## src/rtl/ex_mem_pipe.sv

```systemverilog
// ex_mem_pipe: EX->MEM stage, two-entry skid buffer (head H, skid S) with
// branch resolution and a decode-stage forwarding tap driven from the head.
module ex_mem_pipe #(
    parameter int XLEN = 64,
    parameter int REGW = 5
) (
    input  logic            clk,
    input  logic            reset,
    input  logic            in_valid,
    output logic            in_ready,
    input  logic [XLEN-1:0] alu_result,
    input  logic            alu_zero,
    input  logic [REGW-1:0] rd_addr,
    input  logic            reg_write,
    input  logic            mem_read,
    input  logic            mem_write,
    input  logic            branch,
    input  logic            branch_ne,
    input  logic [XLEN-1:0] store_data,
    input  logic [XLEN-1:0] branch_target,
    input  logic            flush,
    output logic            out_valid,
    input  logic            out_ready,
    output logic [XLEN-1:0] out_alu_result,
    output logic [REGW-1:0] out_rd_addr,
    output logic            out_reg_write,
    output logic            out_mem_read,
    output logic            out_mem_write,
    output logic [XLEN-1:0] out_store_data,
    output logic            branch_taken,
    output logic [XLEN-1:0] branch_pc,
    output logic            fwd_valid,
    output logic [REGW-1:0] fwd_rd,
    output logic [XLEN-1:0] fwd_data
);
    typedef struct packed {
        logic [XLEN-1:0] result;
        logic [XLEN-1:0] store_data;
        logic [XLEN-1:0] target;
        logic [REGW-1:0] rd;
        logic            zero;
        logic            reg_write;
        logic            mem_read;
        logic            mem_write;
        logic            branch;
        logic            branch_ne;
    } entry_t;

    typedef enum logic [1:0] {EMPTY, ONE, FULL} state_t;

    state_t r_state, w_next;
    entry_t r_h, r_s, w_in;
    logic   w_accept, w_drain, w_load_h, w_load_s;

    // Both handshake flags decode the state register only, so in_ready has no path from out_ready.
    assign out_valid = r_state != EMPTY;
    assign in_ready  = r_state != FULL;
    assign w_accept  = in_valid && in_ready;
    assign w_drain   = out_valid && out_ready;

    always_comb begin
        w_in            = '0;
        w_in.result     = alu_result;
        w_in.store_data = store_data;
        w_in.target     = branch_target;
        w_in.rd         = rd_addr;
        w_in.zero       = alu_zero;
        w_in.reg_write  = reg_write && (rd_addr != '0);
        w_in.mem_read   = mem_read;
        w_in.mem_write  = mem_write;
        w_in.branch     = branch;
        w_in.branch_ne  = branch_ne;
    end

    always_comb begin
        w_next   = r_state;
        w_load_h = 1'b0;
        w_load_s = 1'b0;
        unique case (r_state)
            EMPTY: begin
                w_next   = w_accept ? ONE : EMPTY;
                w_load_h = w_accept;
            end
            ONE: begin
                w_next   = (w_accept && !w_drain) ? FULL : (w_drain && !w_accept) ? EMPTY : ONE;
                w_load_h = w_accept && w_drain;
                w_load_s = w_accept && !w_drain;
            end
            FULL: begin
                w_next   = w_drain ? ONE : FULL;
                w_load_h = w_drain;
            end
            default: w_next = EMPTY;
        endcase
        if (flush) begin
            w_next   = EMPTY;
            w_load_h = 1'b0;
            w_load_s = 1'b0;
        end
    end

    always_ff @(posedge clk) begin
        if (reset) begin
            r_state <= EMPTY;
            r_h     <= '0;
            r_s     <= '0;
        end else begin
            r_state <= w_next;
            if (w_load_h) r_h <= (r_state == FULL) ? r_s : w_in;
            if (w_load_s) r_s <= w_in;
        end
    end

    assign out_alu_result = r_h.result;
    assign out_rd_addr    = r_h.rd;
    assign out_reg_write  = r_h.reg_write;
    assign out_mem_read   = r_h.mem_read;
    assign out_mem_write  = r_h.mem_write;
    assign out_store_data = r_h.store_data;
    assign branch_taken   = out_valid && r_h.branch && (r_h.zero ^ r_h.branch_ne);
    assign branch_pc      = r_h.target;
    // Load data only exists after MEM, so loads are never offered for forwarding.
    assign fwd_valid      = out_valid && r_h.reg_write && !r_h.mem_read;
    assign fwd_rd         = r_h.rd;
    assign fwd_data       = r_h.result;
endmodule

```

## config.mk

```make
export PLATFORM = sky130hd
export DESIGN_NAME = ex_mem_pipe
export DESIGN_NICKNAME = d
export VERILOG_FILES = /design/src/rtl/ex_mem_pipe.sv
export SDC_FILE = /design/constraint.sdc
export NUM_CORES = 1
export LEC_CHECK = 0
export ABC_AREA = 1
export BUFFER_PORTS_ARGS = -buffer_cell sky130_fd_sc_hd__buf_2
export CAP_MARGIN = 20
export CORE_MARGIN = 10
export CORE_UTILIZATION = 58
export DETAILED_ROUTE_END_ITERATION = 10
export PLACE_DENSITY = 0.87
export SLEW_MARGIN = 20
export SYNTH_ARGS = -nofsm -noshare
export SYNTH_HDL_FRONTEND = slang
export SYNTH_SLANG_ARGS = --single-unit
export TNS_END_PERCENT = 1
```

## constraint.sdc

```tcl
create_clock -name clk -period 2.9 [get_ports clk]
set_input_delay 0.58 -clock clk [delete_from_list [all_inputs] [get_ports clk]]
set_output_delay 0.58 -clock clk [all_outputs]
set_load 0.005 [all_outputs]
```

# == Word level (Yosys, flattened, before mapping) ==
# Cells that the tools add are included.
# totals
register_bits,408
latch_bits,0
ramBits,0
romBits,0
output_inout_bits,273
n_memories,0
# op_classes
n_addsub,0
n_mul,0
div,0
order_cmp,0
n_eq_ne,3
n_shift,0
mux,10
bitwise,1
n_reduce_logical,17
# op_table
op,count
2-to-1 mux 203 bit,1
logical AND 1 bit,10
one-hot mux 2 bit (3 select lines),1
2-to-1 mux 1 bit,5
nonzero test 5 bit,1
2-to-1 mux 2 bit,2
zero test 1 bit,3
one-hot mux 1 bit (3 select lines),1
equality test 2 x 1 -> 1 bit (second input constant),1
equality test 2 bit (second input constant),1
zero test 2 bit,1
!= test 2 bit (second input constant),1
nonzero test 2 bit,1
OR reduction 2 bit,1
bitwise XOR 1 bit,1

# == Longest topological paths before layout ==
# depth
ltp_word,7
depth_mapped,14
depth_no_buf,11

# == Worst setup path after synthesis ==
# No wires, ideal clock.
# synth_timing
path_kind,register to register
from,reg r_state[1]
to,reg r_s[182] in the netlist's numbering
setup_ns,0.116
arrival_ns,1.878
t_required_ns,2.784
slack_ns,0.906
path_stages_with_launch,14
n_path_buf,4
period_less_slack_ns,1.994
cell_sequence,dfxtp_1 buf_4 nand2_1 buf_2 inv_1 nor2_1 ha_1 nand2_1 nor2_4 inv_2 buf_2 buf_1 nor2_1 nor2_1
# synth_lines
element,line,text
from (decl),51,"state_t r_state, w_next;"
from (signal assigned),108,r_state <= w_next;
!= test 2 bit,57,assign in_ready = r_state != FULL;
named net in_ready,10,"output logic in_ready,"
logical AND 1 bit,58,assign w_accept = in_valid && in_ready;
logical AND 1 bit,87,w_load_s = w_accept && !w_drain;
2-to-1 mux 1 bit,79,unique case (r_state)
2-to-1 mux 1 bit,95,if (flush) begin
to (signal assigned),110,if (w_load_s) r_s <= w_in;
to (decl),52,"entry_t r_h, r_s, w_in;"
# The timed path passes the listed nets, and every way through them passes these cells.
# A chain may end at the register's enable or synchronous reset.

# == Worst setup path after layout ==
# layout_timing
from,reg r_state[0]
to,"reg r_h, in the netlist fwd_data[9]"
# layout_between
elab_chain_cells,5
# layout_lines
element,line,text
!= test 2 bit or nonzero test 2 bit (tied branches),"57, 56",
logical AND 1 bit (on tied branches),"58, 59",
logical AND 1 bit,86,w_load_h = w_accept && w_drain;
one-hot mux 1 bit (3 select lines),79,
2-to-1 mux 1 bit,95,
to (signal assigned),109,if (w_load_h) r_h <= (r_state == FULL) ? r_s : w_in;
to (decl),52,
# Parallel ways exist; a longest one is shown, timed or not.

==> run_summary.xml <==
<?xml version="1.0" encoding="UTF-8"?>
<metrics>
  <group name="synth">
    <metric name="synth_largest_area_cell" unit="">dfxtp_1</metric>
    <metric name="synth.cell_area" unit="mm^2">0.02050</metric>
    <metric name="synthDominantCellAreaShare" unit="%">39.84</metric>
    <metric name="synthArstFlopShare" unit="%">0</metric>
    <metric name="yosys_warnings" unit="">0</metric>
    <metric name="ys_dominant_reg_cell" unit="">dfxtp_1</metric>
    <metric name="synth.ff_latch_count" unit="">408</metric>
    <metric name="synthDistinctLibCells" unit="">22</metric>
    <metric name="seq_area_frac_synth" unit="%">39.84</metric>
    <metric name="yosys.cell_count.top_type" unit="">nor2_1</metric>
    <metric name="yosys-top-cells-count" unit="">nor2_1, nand2_1, dfxtp_1, nand3_1, buf_4</metric>
    <metric name="synth-edff-count" unit="">0</metric>
    <metric name="postSynthCellCount" unit="">3167</metric>
    <metric name="synth_area_leaders" unit="">dfxtp_1, nor2_1, nand2_1</metric>
    <metric name="synth_area_per_inst" unit="um^2">6.474</metric>
    <metric name="synth_fp_nets" unit="">3377</metric>
  </group>
  <group name="flow_run">
    <metric name="max_cap_viols" unit="">0</metric>
  </group>
  <group name="sta">
    <metric name="setup-violations-final" unit="">0</metric>
    <metric name="report.final.hold_viol_count" unit="">0</metric>
    <metric name="worst-slew-pin-transition" unit="ns">1.061</metric>
    <metric name="max_slew_margin" unit="%">29.28</metric>
    <metric name="setup_tns" unit="ns">0</metric>
    <metric name="final_period_utilization" unit="%">82.13</metric>
    <metric name="maxSlewViolCount" unit="">0</metric>
    <metric name="finalClockSkew" unit="ns">0.02040</metric>
    <metric name="maxClockFrequency" unit="MHz">419.8</metric>
    <metric name="period_needed" unit="ns">2.382</metric>
    <metric name="setup_repair_after_global_routing_missed_its_margin" unit="">false</metric>
  </group>
  <group name="setup_path">
    <metric name="cp_slowest_cell" unit="">dfxtp_1</metric>
    <metric name="setup.worst_path.end_class" unit="">flop</metric>
    <metric name="crit_fanout" unit="">67</metric>
    <metric name="critical-path-top-cell-by-count" unit="">nor2_1</metric>
    <metric name="crit_path_max_delay_family" unit="">simple AND/OR/NAND/NOR gates</metric>
    <metric name="crit_type" unit="">reg -&gt; reg</metric>
    <metric name="crit_arrival" unit="ns">2.87</metric>
    <metric name="cp_data_required_time" unit="ns">3.39</metric>
    <metric name="startpoint_type" unit="">flop</metric>
    <metric name="cp_cell_sequence" unit="">inv_6 -&gt; nand2_4 -&gt; inv_1 -&gt; nor2_1 -&gt; ha_1 -&gt; nand3_1 -&gt; nand3_4 -&gt; nand2_1 -&gt; inv_6 -&gt; buf_12 -&gt; nor2_1 -&gt; nor2_1</metric>
    <metric name="critical_path.max_stage_delay" unit="ns">0.45</metric>
    <metric name="worst-path-buf-inv" unit="">4</metric>
  </group>
  <group name="pwr">
    <metric name="p_total" unit="uW">13720</metric>
    <metric name="peakVddDrop" unit="mV">0.4653</metric>
    <metric name="pleak" unit="uW">0.01242</metric>
    <metric name="pwr_density_cell" unit="mW/mm^2">607.4</metric>
  </group>
  <group name="clock_network">
    <metric name="cts_buffers" unit="">44</metric>
    <metric name="maximum_buffer_depth_of_the_clock_tree" unit="">3</metric>
    <metric name="htree_levels" unit="">2</metric>
    <metric name="postCtsSetupBuffers" unit="">0</metric>
    <metric name="cts.sink_count" unit="">408</metric>
    <metric name="tritoncts" unit="">done</metric>
    <metric name="clk_root_buffer_cell" unit="">clkbuf_16</metric>
    <metric name="ctsResizeCount" unit="">0</metric>
    <metric name="cts_hold_buf" unit="">0</metric>
    <metric name="insertion_delay" unit="ns">0.56</metric>
    <metric name="clkSlewWorstSetupHoldPaths" unit="ns">0.06</metric>
  </group>
  <group name="drt">
    <metric name="vias" unit="">19640</metric>
    <metric name="antenna_left" unit="">0</metric>
    <metric name="drt_first_iter_violations" unit="">1832</metric>
    <metric name="detail_route.wirelength" unit="um">59780</metric>
    <metric name="drt-wirelength-per-cell" unit="um">16.01</metric>
    <metric name="drt_first_pass_iters" unit="">5</metric>
    <metric name="drc_violation_count_after_routing" unit="">0</metric>
    <metric name="avgViaCountPerCell" unit="">5.258</metric>
  </group>
  <group name="floorplan">
    <metric name="core-area" unit="mm^2">0.03471</metric>
    <metric name="design.portCount" unit="">481</metric>
    <metric name="die_area" unit="mm^2">0.04327</metric>
    <metric name="dieWidth" unit="um">208.0</metric>
    <metric name="row_count" unit="">68</metric>
    <metric name="height_of_the_chip" unit="um">208.0</metric>
    <metric name="initial_cell_density_of_the_core" unit="%">59.07</metric>
  </group>
  <group name="cells_and_area">
    <metric name="drive_gt1_share" unit="%">18.23</metric>
    <metric name="final.fill_count" unit="">2993</metric>
    <metric name="syn_to_final_growth" unit="%">10.19</metric>
    <metric name="fin_nets" unit="">3445</metric>
  </group>
  <group name="status">
    <metric name="result_of_the_run" unit="">completed</metric>
  </group>
  <group name="placed_design">
    <metric name="placement.io_buffers" unit="">480</metric>
    <metric name="gp_congestion" unit="">0.8464</metric>
    <metric name="dpl.hpwl" unit="um">37980</metric>
  </group>
  <group name="worst_hold_path">
    <metric name="holdCritPathClass" unit="">in -&gt; reg</metric>
  </group>
  <group name="global_routing">
    <metric name="total_global_routing_overflow" unit="">0</metric>
    <metric name="first_global_vias" unit="">18090</metric>
    <metric name="first_pass_grt_wire_length" unit="um">95940</metric>
    <metric name="grt_start_max_net_pins" unit="">172</metric>
    <metric name="antenna_found_initial" unit="">18</metric>
    <metric name="global_route.usage.total" unit="%">26.18</metric>
  </group>
</metrics>
registers in the layout, indices dropped and copies added (netlist names):
register	count
out_reg_write	1
r_s	203
out_mem_read	1
r_state	2
r_h	3
out_store_data	64
fwd_data	64
out_mem_write	1
branch_pc	64
fwd_rd	5
through the flow:
step                      cells  utilization (%)  cell area [um^2]  hold slack [ns]  setup slack, ns
after floorplan            3167                -             20500           0.4406           0.9058
final                      3735            65.08             22590           0.2565           0.5182
after detailed placement   3644            60.45             20980           0.4513           0.5277
after CTS                  3724            65.00             22560           0.2309           0.4994
after global placement     3644            60.45             20980           0.4432           0.6365
after global routing       3733            65.07             22590           0.2537           0.3186
where the power goes:
group | total, uW | internal, uW | switching, uW
clock | 6070 | 3720 | 2340
sequential | 6040 | 5880 | 168
combinational | 1610 | 620 | 993
total | 13700 | 10200 | 3510
cell usage in the layout, fill, tap and decap left out, drive strengths merged:
cell    netlist  final
inv         215    218
nand3       409    409
clkinv        1      9
xnor2         1      1
a21oi         2      2
bufinv        0      5
nor3          2      2
a21boi        1      1
diode         0     11
nor2        818    818
nand2       617    617
clkbuf      115     64
dfxtp       408    408
o21ai       204    204
ha            2      2
buf         372    509
worst paths after layout:
check,from,cells after the start,to,slack [ns]
max reg2reg,r_state[0],12,fwd_data[9],0.52
max,r_state[0],12,fwd_data[9],0.52
min reg2reg,out_store_data[31],2,out_store_data[31],0.46
min,branch_target[21],3,r_s[32],0.26
worst register-to-register path, delay by kind of cell, from the launching register on:
| kind | cells | cell delay [ns] |
|---|---|---|
| AND/OR/NAND/NOR | 7 | 1.00 |
| buffers and inverters | 4 | 0.71 |
| flip-flops | 1 | 0.45 |
| adder cells (fa/ha/maj) | 1 | 0.17 |
metal layers:
metal	track usage, %	share of wire [%]	vias to the layer above
met5	0	0.18	-
met4	10.49	3.6	16
met3	7.279	9.6	148
met2	42.50	47	905
met1	32.21	40	8919
li1	-	-	9649
final cells by class:
cell class / instances / area [um^2] / share of cell area [%]
multi-input cells: 2056 / 8546 / 37.83
flip-flops and latches: 408 / 8172 / 36.17
repair buffers: 509 / 2858 / 12.65
clock buffers: 64 / 1369 / 6.059
inverters: 216 / 838.3 / 3.711
well taps: 455 / 569.3 / 2.520
clock inverters: 16 / 212.7 / 0.9415
diodes: 11 / 27.53 / 0.1218
cell families (layout without fill, tap and decap cells):
| family | after synthesis | after routing | share of synthesized area [%] |
|---|---|---|---|
| buffers and inverters | 703 | 805 | 18.56 |
| xor gates and xnor gates | 1 | 1 | 0.04272 |
| other | 0 | 11 | 0 |
| and+or+nand+nor | 1846 | 1846 | 36.38 |
| adders and majority gates | 2 | 2 | 0.1220 |
| AOI/OAI and AO/OA | 207 | 207 | 5.065 |
| DFF | 408 | 408 | 39.84 |
Note: power is estimated with default switching activity, not from simulation.
